==> src/rtl/keccak_host_sequencer.sv <==
// Host-side sequencer for a masked Keccak core: loads LANES share-concatenated
// lanes into the core, releases it to permute, waits for Ready under a cycle
// watchdog, then unloads OUT_LANES rate lanes to the host.
//
// Ports:
//   Clock, Reset         rising-edge clock, synchronous active-low reset
//   StartxSI             start request, honoured in IDLE only
//   DataInxDI/ValidxSI/ReadyxSO    host -> core lane stream
//   CoreResetxSO         active-high hold of the core (low lets it run)
//   CoreShiftxSO         one-lane shift of the core state
//   CoreDataxDO          lane shifted into the core during load
//   CoreLanexDI          core lane 0, read during unload
//   CoreReadyxSI         core permutation finished
//   DataOutxDO/ValidxSO/ReadyxSI   core -> host lane stream
//   BusyxSO, DonexSO, ErrorxSO     status (Done is a one-cycle pulse, Error sticky)
module keccak_host_sequencer #(
   parameter int unsigned W         = 8,
   parameter int unsigned SHARES    = 2,
   parameter int unsigned LANES     = 25,
   parameter int unsigned OUT_LANES = 4,
   parameter int unsigned TIMEOUT   = 31
) (
   input  logic                  Clock,
   input  logic                  Reset,
   input  logic                  StartxSI,
   input  logic [SHARES*W-1:0]   DataInxDI,
   input  logic                  DataInValidxSI,
   output logic                  DataInReadyxSO,
   output logic                  CoreResetxSO,
   output logic                  CoreShiftxSO,
   output logic [SHARES*W-1:0]   CoreDataxDO,
   input  logic [SHARES*W-1:0]   CoreLanexDI,
   input  logic                  CoreReadyxSI,
   output logic [SHARES*W-1:0]   DataOutxDO,
   output logic                  DataOutValidxSO,
   input  logic                  DataOutReadyxSI,
   output logic                  BusyxSO,
   output logic                  DonexSO,
   output logic                  ErrorxSO
);

   localparam int unsigned DW = SHARES * W;
   localparam int unsigned CW = (LANES > 1) ? $clog2(LANES) : 1;
   localparam int unsigned TW = (TIMEOUT > 0) ? $clog2(TIMEOUT + 1) : 1;

   localparam logic [CW-1:0] LAST_IN  = CW'(LANES - 1);
   localparam logic [CW-1:0] LAST_OUT = CW'(OUT_LANES - 1);
   localparam logic [TW-1:0] WD_MAX   = TW'(TIMEOUT);

   typedef enum logic [2:0] {
      S_IDLE,
      S_LOAD,
      S_RUN,
      S_UNLOAD,
      S_DONE
   } state_t;

   state_t          state_q, state_d;
   logic [CW-1:0]   lane_q, lane_d;
   logic [TW-1:0]   wd_q, wd_d;
   logic            err_q, err_d;

   // State and counter registers
   always_ff @(posedge Clock) begin
      if (!Reset) begin
         state_q <= S_IDLE;
         lane_q  <= '0;
         wd_q    <= '0;
         err_q   <= 1'b0;
      end else begin
         state_q <= state_d;
         lane_q  <= lane_d;
         wd_q    <= wd_d;
         err_q   <= err_d;
      end
   end

   // Next-state and counter update
   always_comb begin
      state_d = state_q;
      lane_d  = lane_q;
      wd_d    = wd_q;
      err_d   = err_q;
      unique case (state_q)
         S_IDLE: begin
            if (StartxSI) begin
               state_d = S_LOAD;
               lane_d  = '0;
               wd_d    = '0;
               err_d   = 1'b0;
            end
         end
         S_LOAD: begin
            if (DataInValidxSI) begin
               if (lane_q == LAST_IN) begin
                  state_d = S_RUN;
                  lane_d  = '0;
                  wd_d    = '0;
               end else begin
                  lane_d = lane_q + CW'(1);
               end
            end
         end
         S_RUN: begin
            // Ready takes priority over an expiring watchdog in the same cycle
            if (CoreReadyxSI) begin
               state_d = S_UNLOAD;
               lane_d  = '0;
            end else if (wd_q == WD_MAX) begin
               state_d = S_IDLE;
               err_d   = 1'b1;
            end else begin
               wd_d = wd_q + TW'(1);
            end
         end
         S_UNLOAD: begin
            if (DataOutReadyxSI) begin
               if (lane_q == LAST_OUT) begin
                  state_d = S_DONE;
                  lane_d  = '0;
               end else begin
                  lane_d = lane_q + CW'(1);
               end
            end
         end
         S_DONE: begin
            state_d = S_IDLE;
         end
         default: begin
            state_d = S_IDLE;
         end
      endcase
   end

   // Moore outputs plus the handshake-qualified shift/data paths
   always_comb begin
      CoreResetxSO    = 1'b1;
      DataInReadyxSO  = 1'b0;
      CoreShiftxSO    = 1'b0;
      CoreDataxDO     = '0;
      DataOutxDO      = '0;
      DataOutValidxSO = 1'b0;
      BusyxSO         = (state_q != S_IDLE);
      DonexSO         = 1'b0;
      unique case (state_q)
         S_IDLE: begin
         end
         S_LOAD: begin
            DataInReadyxSO = 1'b1;
            CoreDataxDO    = DataInxDI;
            CoreShiftxSO   = DataInValidxSI;
         end
         S_RUN: begin
            CoreResetxSO = 1'b0;
         end
         S_UNLOAD: begin
            // Core is kept released so it holds its finished state while shifting out
            CoreResetxSO    = 1'b0;
            DataOutValidxSO = 1'b1;
            DataOutxDO      = CoreLanexDI;
            CoreShiftxSO    = DataOutReadyxSI;
         end
         S_DONE: begin
            DonexSO = 1'b1;
         end
         default: begin
         end
      endcase
   end

   assign ErrorxSO = err_q;

   logic [DW-1:0] unused_dw;
   assign unused_dw = '0;

endmodule

==> config.mk <==
export PLATFORM = sky130hd
export DESIGN_NAME = keccak_host_sequencer
export DESIGN_NICKNAME = d
export VERILOG_FILES = /design/src/rtl/keccak_host_sequencer.sv
export SDC_FILE = /design/constraint.sdc
export NUM_CORES = 1
export LEC_CHECK = 0
export ABC_AREA = 1
export BUFFER_PORTS_ARGS = -buffer_cell sky130_fd_sc_hd__buf_2
export CORE_MARGIN = 1
export CORE_UTILIZATION = 46
export CTS_CLUSTER_SIZE = 20
export DETAILED_ROUTE_END_ITERATION = 10
export PLACE_DENSITY = 0.83
export SLEW_MARGIN = 30
export SYNTH_ARGS = -nofsm -noshare
export SYNTH_HDL_FRONTEND = slang
export SYNTH_SLANG_ARGS = --single-unit
export TNS_END_PERCENT = 10
==> constraint.sdc <==
create_clock -name Clock -period 2.3 [get_ports Clock]
set_input_delay 0.46 -clock Clock [delete_from_list [all_inputs] [get_ports Clock]]
set_output_delay 0.46 -clock Clock [all_outputs]
set_load 0.005 [all_outputs]
==> impl_metrics.json <==
{
  "drv.max_cap_violation_count": 0,
  "final_min_period_over_clock_period": 0.916,
  "io_pins": 77,
  "critical_path.endpoint_type": "output pin",
  "nNetsFinal": 347,
  "worst-endpoint-arrival_ps": 1650,
  "placedCellCount": 330,
  "synth-xor-area-share": 0.0208,
  "flip_flop_and_latch_count_after_synthesis": 14,
  "number_of_hold_violations_in_the_final_report": 0,
  "synth.yosys.seq_area_share": 0.222,
  "cts-buffers-inserted": 3,
  "overflow": 0,
  "grt_pass1_vias": 1175,
  "finClkSkew_ps": 3.88,
  "hold_slack_ps": 484,
  "viasPerCell": 4.57,
  "worst_setup_path_start_kind": "flip-flop",
  "root_buffer": "sky130_fd_sc_hd__clkbuf_4",
  "filler_cell_count": 238,
  "portBuffers": 76,
  "finalWirelength_um": 3080,
  "synth_top_cell_area_share": 0.222,
  "grt_pass1_wl_um": 4780,
  "die_x_um": 54.4,
  "power.static_leakage_nw": 1.09,
  "critical_path.max_fanout": 18,
  "synth_compound_area_frac": 0.0584,
  "cts_num_sinks": 14,
  "die-height_um": 54.4,
  "netlist_instances": 229,
  "pin_count_of_the_biggest_net_entering_global_routing": 20,
  "worst_skew_pair.late_latency_ps": 290,
  "switching_share": 0.488,
  "drt_pre_antenna_iters": 4,
  "critical_path_required_ps": 1840,
  "p_comb_frac": 0.615,
  "syn2layout_area_growth_pct": 32.4,
  "overall_fraction_of_global_route_tracks_in_use": 0.220,
  "setup_tns_ps": 0,
  "netlist_area_um2": 1260,
  "synth_top_cell_by_area": "sky130_fd_sc_hd__dfxtp_1",
  "initialDrtViolationCount": 30,
  "synth_top_cells_by_area": "sky130_fd_sc_hd__dfxtp_1 22%, sky130_fd_sc_hd__nor2_1 21%, sky130_fd_sc_hd__inv_1 15%",
  "detail-route-antenna-nets": 0,
  "n_antenna_cell": 0,
  "post_synth_num_cell_types": 30,
  "outcome": "finished, final reports clean",
  "rsz_0062_raised_after_global_routing": "false",
  "finalCriticalPeriod_ps": 2110,
  "core_area_um2": 2540,
  "h-tree-depth": 1,
  "drc": 0,
  "setup.reg_to_reg.worst_slack_ps": 720,
  "postCtsHoldBufs": 0,
  "largest_family_of_logic_cells_by_synthesized_area": "simple AND/OR/NAND/NOR gates",
  "effective_utilization_at_floorplan": 0.497,
  "post_drt_wl_per_cell_um": 9.25,
  "p_clk_frac": 0.105,
  "power.share.sequential": 0.280,
  "finalMaxSlewViolations": 0,
  "report.power.total_mw": 1.35,
  "power.density_cell_area_nw_per_um2": 808,
  "largest_vdd_supply_drop_v": 0.000592,
  "post_route_cells_drive_above_1_share": 0.314,
  "max_stage_delay_ps": 530,
  "cpMaxStageDelayCell": "sky130_fd_sc_hd__dfxtp_1",
  "net_sw_power_uw": 660,
  "die_area_um2": 2960,
  "max_slew.worst_pin.slew_ps": 340,
  "stdcell_count": 333,
  "worstPathCellList": "nand2_1 > nor2_4 > clkinv_2 > o22ai_1 > buf_2",
  "achievable-frequency_mhz": 475,
  "clk_path_buf_depth": 2,
  "initial_antenna_violation_count": 0,
  "slew_headroom": 0.773,
  "cts_tree": "done",
  "synth.mux.area_fraction": 0,
  "synth-adder-area-share": 0.0396,
  "startpoint_to_endpoint_class_of_the_critical_path": "flip-flop to output pin",
  "cts.reportedPaths.clkPinSlew_ps": 80,
  "dpl_worst_slack_ps": 284,
  "place_congestion": 0.899,
  "num_vias": 1522,
  "syn_area_per_cell_um2": 5.52,
  "yosys.area_share.simple": 0.465,
  "yosys_warnings": 0,
  "hold_path_class": "flip-flop to flip-flop",
  "cellInternalPower_uw": 691,
  "rows": 18,
  "synth_nets": 271,
  "dp_hpwl_um": 2550,
  "worst_slack_ps": 194,
  "setup_viol_count_final": 0
}
cell usage after synthesis:
cell                       count
sky130_fd_sc_hd__nor2_1       70
sky130_fd_sc_hd__inv_1        51
sky130_fd_sc_hd__nand2_1      37
sky130_fd_sc_hd__dfxtp_1      14
sky130_fd_sc_hd__nand3_1       9
sky130_fd_sc_hd__o21ai_0       6
sky130_fd_sc_hd__a21oi_1       4
sky130_fd_sc_hd__ha_1          4
sky130_fd_sc_hd__inv_2         3
sky130_fd_sc_hd__nor2_2        3
sky130_fd_sc_hd__xor2_1        3
sky130_fd_sc_hd__buf_2         2
sky130_fd_sc_hd__nand2_2       2
sky130_fd_sc_hd__nand3_4       2
sky130_fd_sc_hd__nand4_1       2
sky130_fd_sc_hd__nor3_1        2
sky130_fd_sc_hd__o21ai_1       2
sky130_fd_sc_hd__buf_4         1
sky130_fd_sc_hd__buf_6         1
sky130_fd_sc_hd__clkbuf_1      1
sky130_fd_sc_hd__clkinv_1      1
sky130_fd_sc_hd__inv_4         1
sky130_fd_sc_hd__nand3_2       1
sky130_fd_sc_hd__nand3b_2      1
sky130_fd_sc_hd__nor2_4        1
sky130_fd_sc_hd__nor3b_1       1
sky130_fd_sc_hd__nor4_1        1
sky130_fd_sc_hd__o21bai_1      1
sky130_fd_sc_hd__o22ai_1       1
sky130_fd_sc_hd__or2_2         1
registers in the layout, indices dropped and copies added (netlist names):
signal and cells:
wd_q 5, state_q 3, ErrorxSO 1, lane_q 5
cell type report:
| class | instances | area (µm²) | area share |
|---|---|---|---|
| Clock buffer | 3 | 22.5 | 0.0135 |
| Inverter | 56 | 214 | 0.128 |
| Multi-Input combinational cell | 154 | 738 | 0.441 |
| Sequential cell | 14 | 280 | 0.168 |
| Tap cell | 30 | 37.5 | 0.0224 |
| Timing Repair Buffer | 76 | 380 | 0.227 |
worst max-delay path: cells and delay by family (launching register included):
kind / cells / cell delay (ps)
and+or+nand+nor: 2 / 310
DFF: 1 / 530
AOI/OAI and AO/OA: 1 / 180
buffers and inverters: 2 / 340
final timing paths:
| kind | startpoint | end | cells after the start |
|---|---|---|---|
| min reg2reg | wd_q[4] | wd_q[4] | 2 |
| min | wd_q[4] | wd_q[4] | 2 |
| max | state_q[1] | CoreShiftxSO | 5 |
| max reg2reg | wd_q[0] | wd_q[0] | 11 |
power groups by stage:
stage          clock [mW]  combinational, mW  sequential [mW]
2_1_floorplan           0              0.640            0.350
3_3_place_gp            0              0.824            0.382
3_5_place_dp            0              0.835            0.385
4_1_cts             0.150              0.839            0.379
5_1_grt             0.160              0.980            0.390
6_report            0.142              0.831            0.378
kinds of logic after synthesis:
family,count (synthesis)
XOR/XNOR,3
flip-flops,14
AND/OR/NAND/NOR,133
buffers and inverters,61
adder cells (fa/ha/maj),4
AO/OA/AOI/OAI,14
timing repair:
action,CTS,global route
setup endpoints to repair,1,0
hold endpoints to repair,0,0
gates resized for setup,1,0
buffers inserted,0,0
through the flow:
stage / instance area, µm² / utilization
floorplan: 1260 / -
global placement: 1650 / 0.648
detailed placement: 1650 / 0.648
CTS: 1670 / 0.657
global route: 1670 / 0.657
finish: 1670 / 0.657
per-layer routing:
layer	vias to the layer above	GRT usage	wire length, µm
met4	0	0.103	66
met5	-	0	0
li1	821	-	-
met1	644	0.246	1310
met3	7	0.0389	258
met2	50	0.398	1440
cells in the final DEF, fill, tap and decap left out, types with 3 or more instances in the layout:
master,synthesis,layout
sky130_fd_sc_hd__ha_1,4,4
sky130_fd_sc_hd__dfxtp_1,14,14
sky130_fd_sc_hd__xor2_1,3,3
sky130_fd_sc_hd__o21ai_0,6,6
sky130_fd_sc_hd__buf_2,2,76
sky130_fd_sc_hd__clkbuf_4,0,3
sky130_fd_sc_hd__nor2_2,3,3
sky130_fd_sc_hd__nand3_1,9,9
sky130_fd_sc_hd__inv_1,51,51
sky130_fd_sc_hd__a21oi_1,4,4
sky130_fd_sc_hd__inv_2,3,3
sky130_fd_sc_hd__nand2_1,37,37
sky130_fd_sc_hd__nor2_1,70,70
No activity file was read; power rests on OpenSTA's default activity.
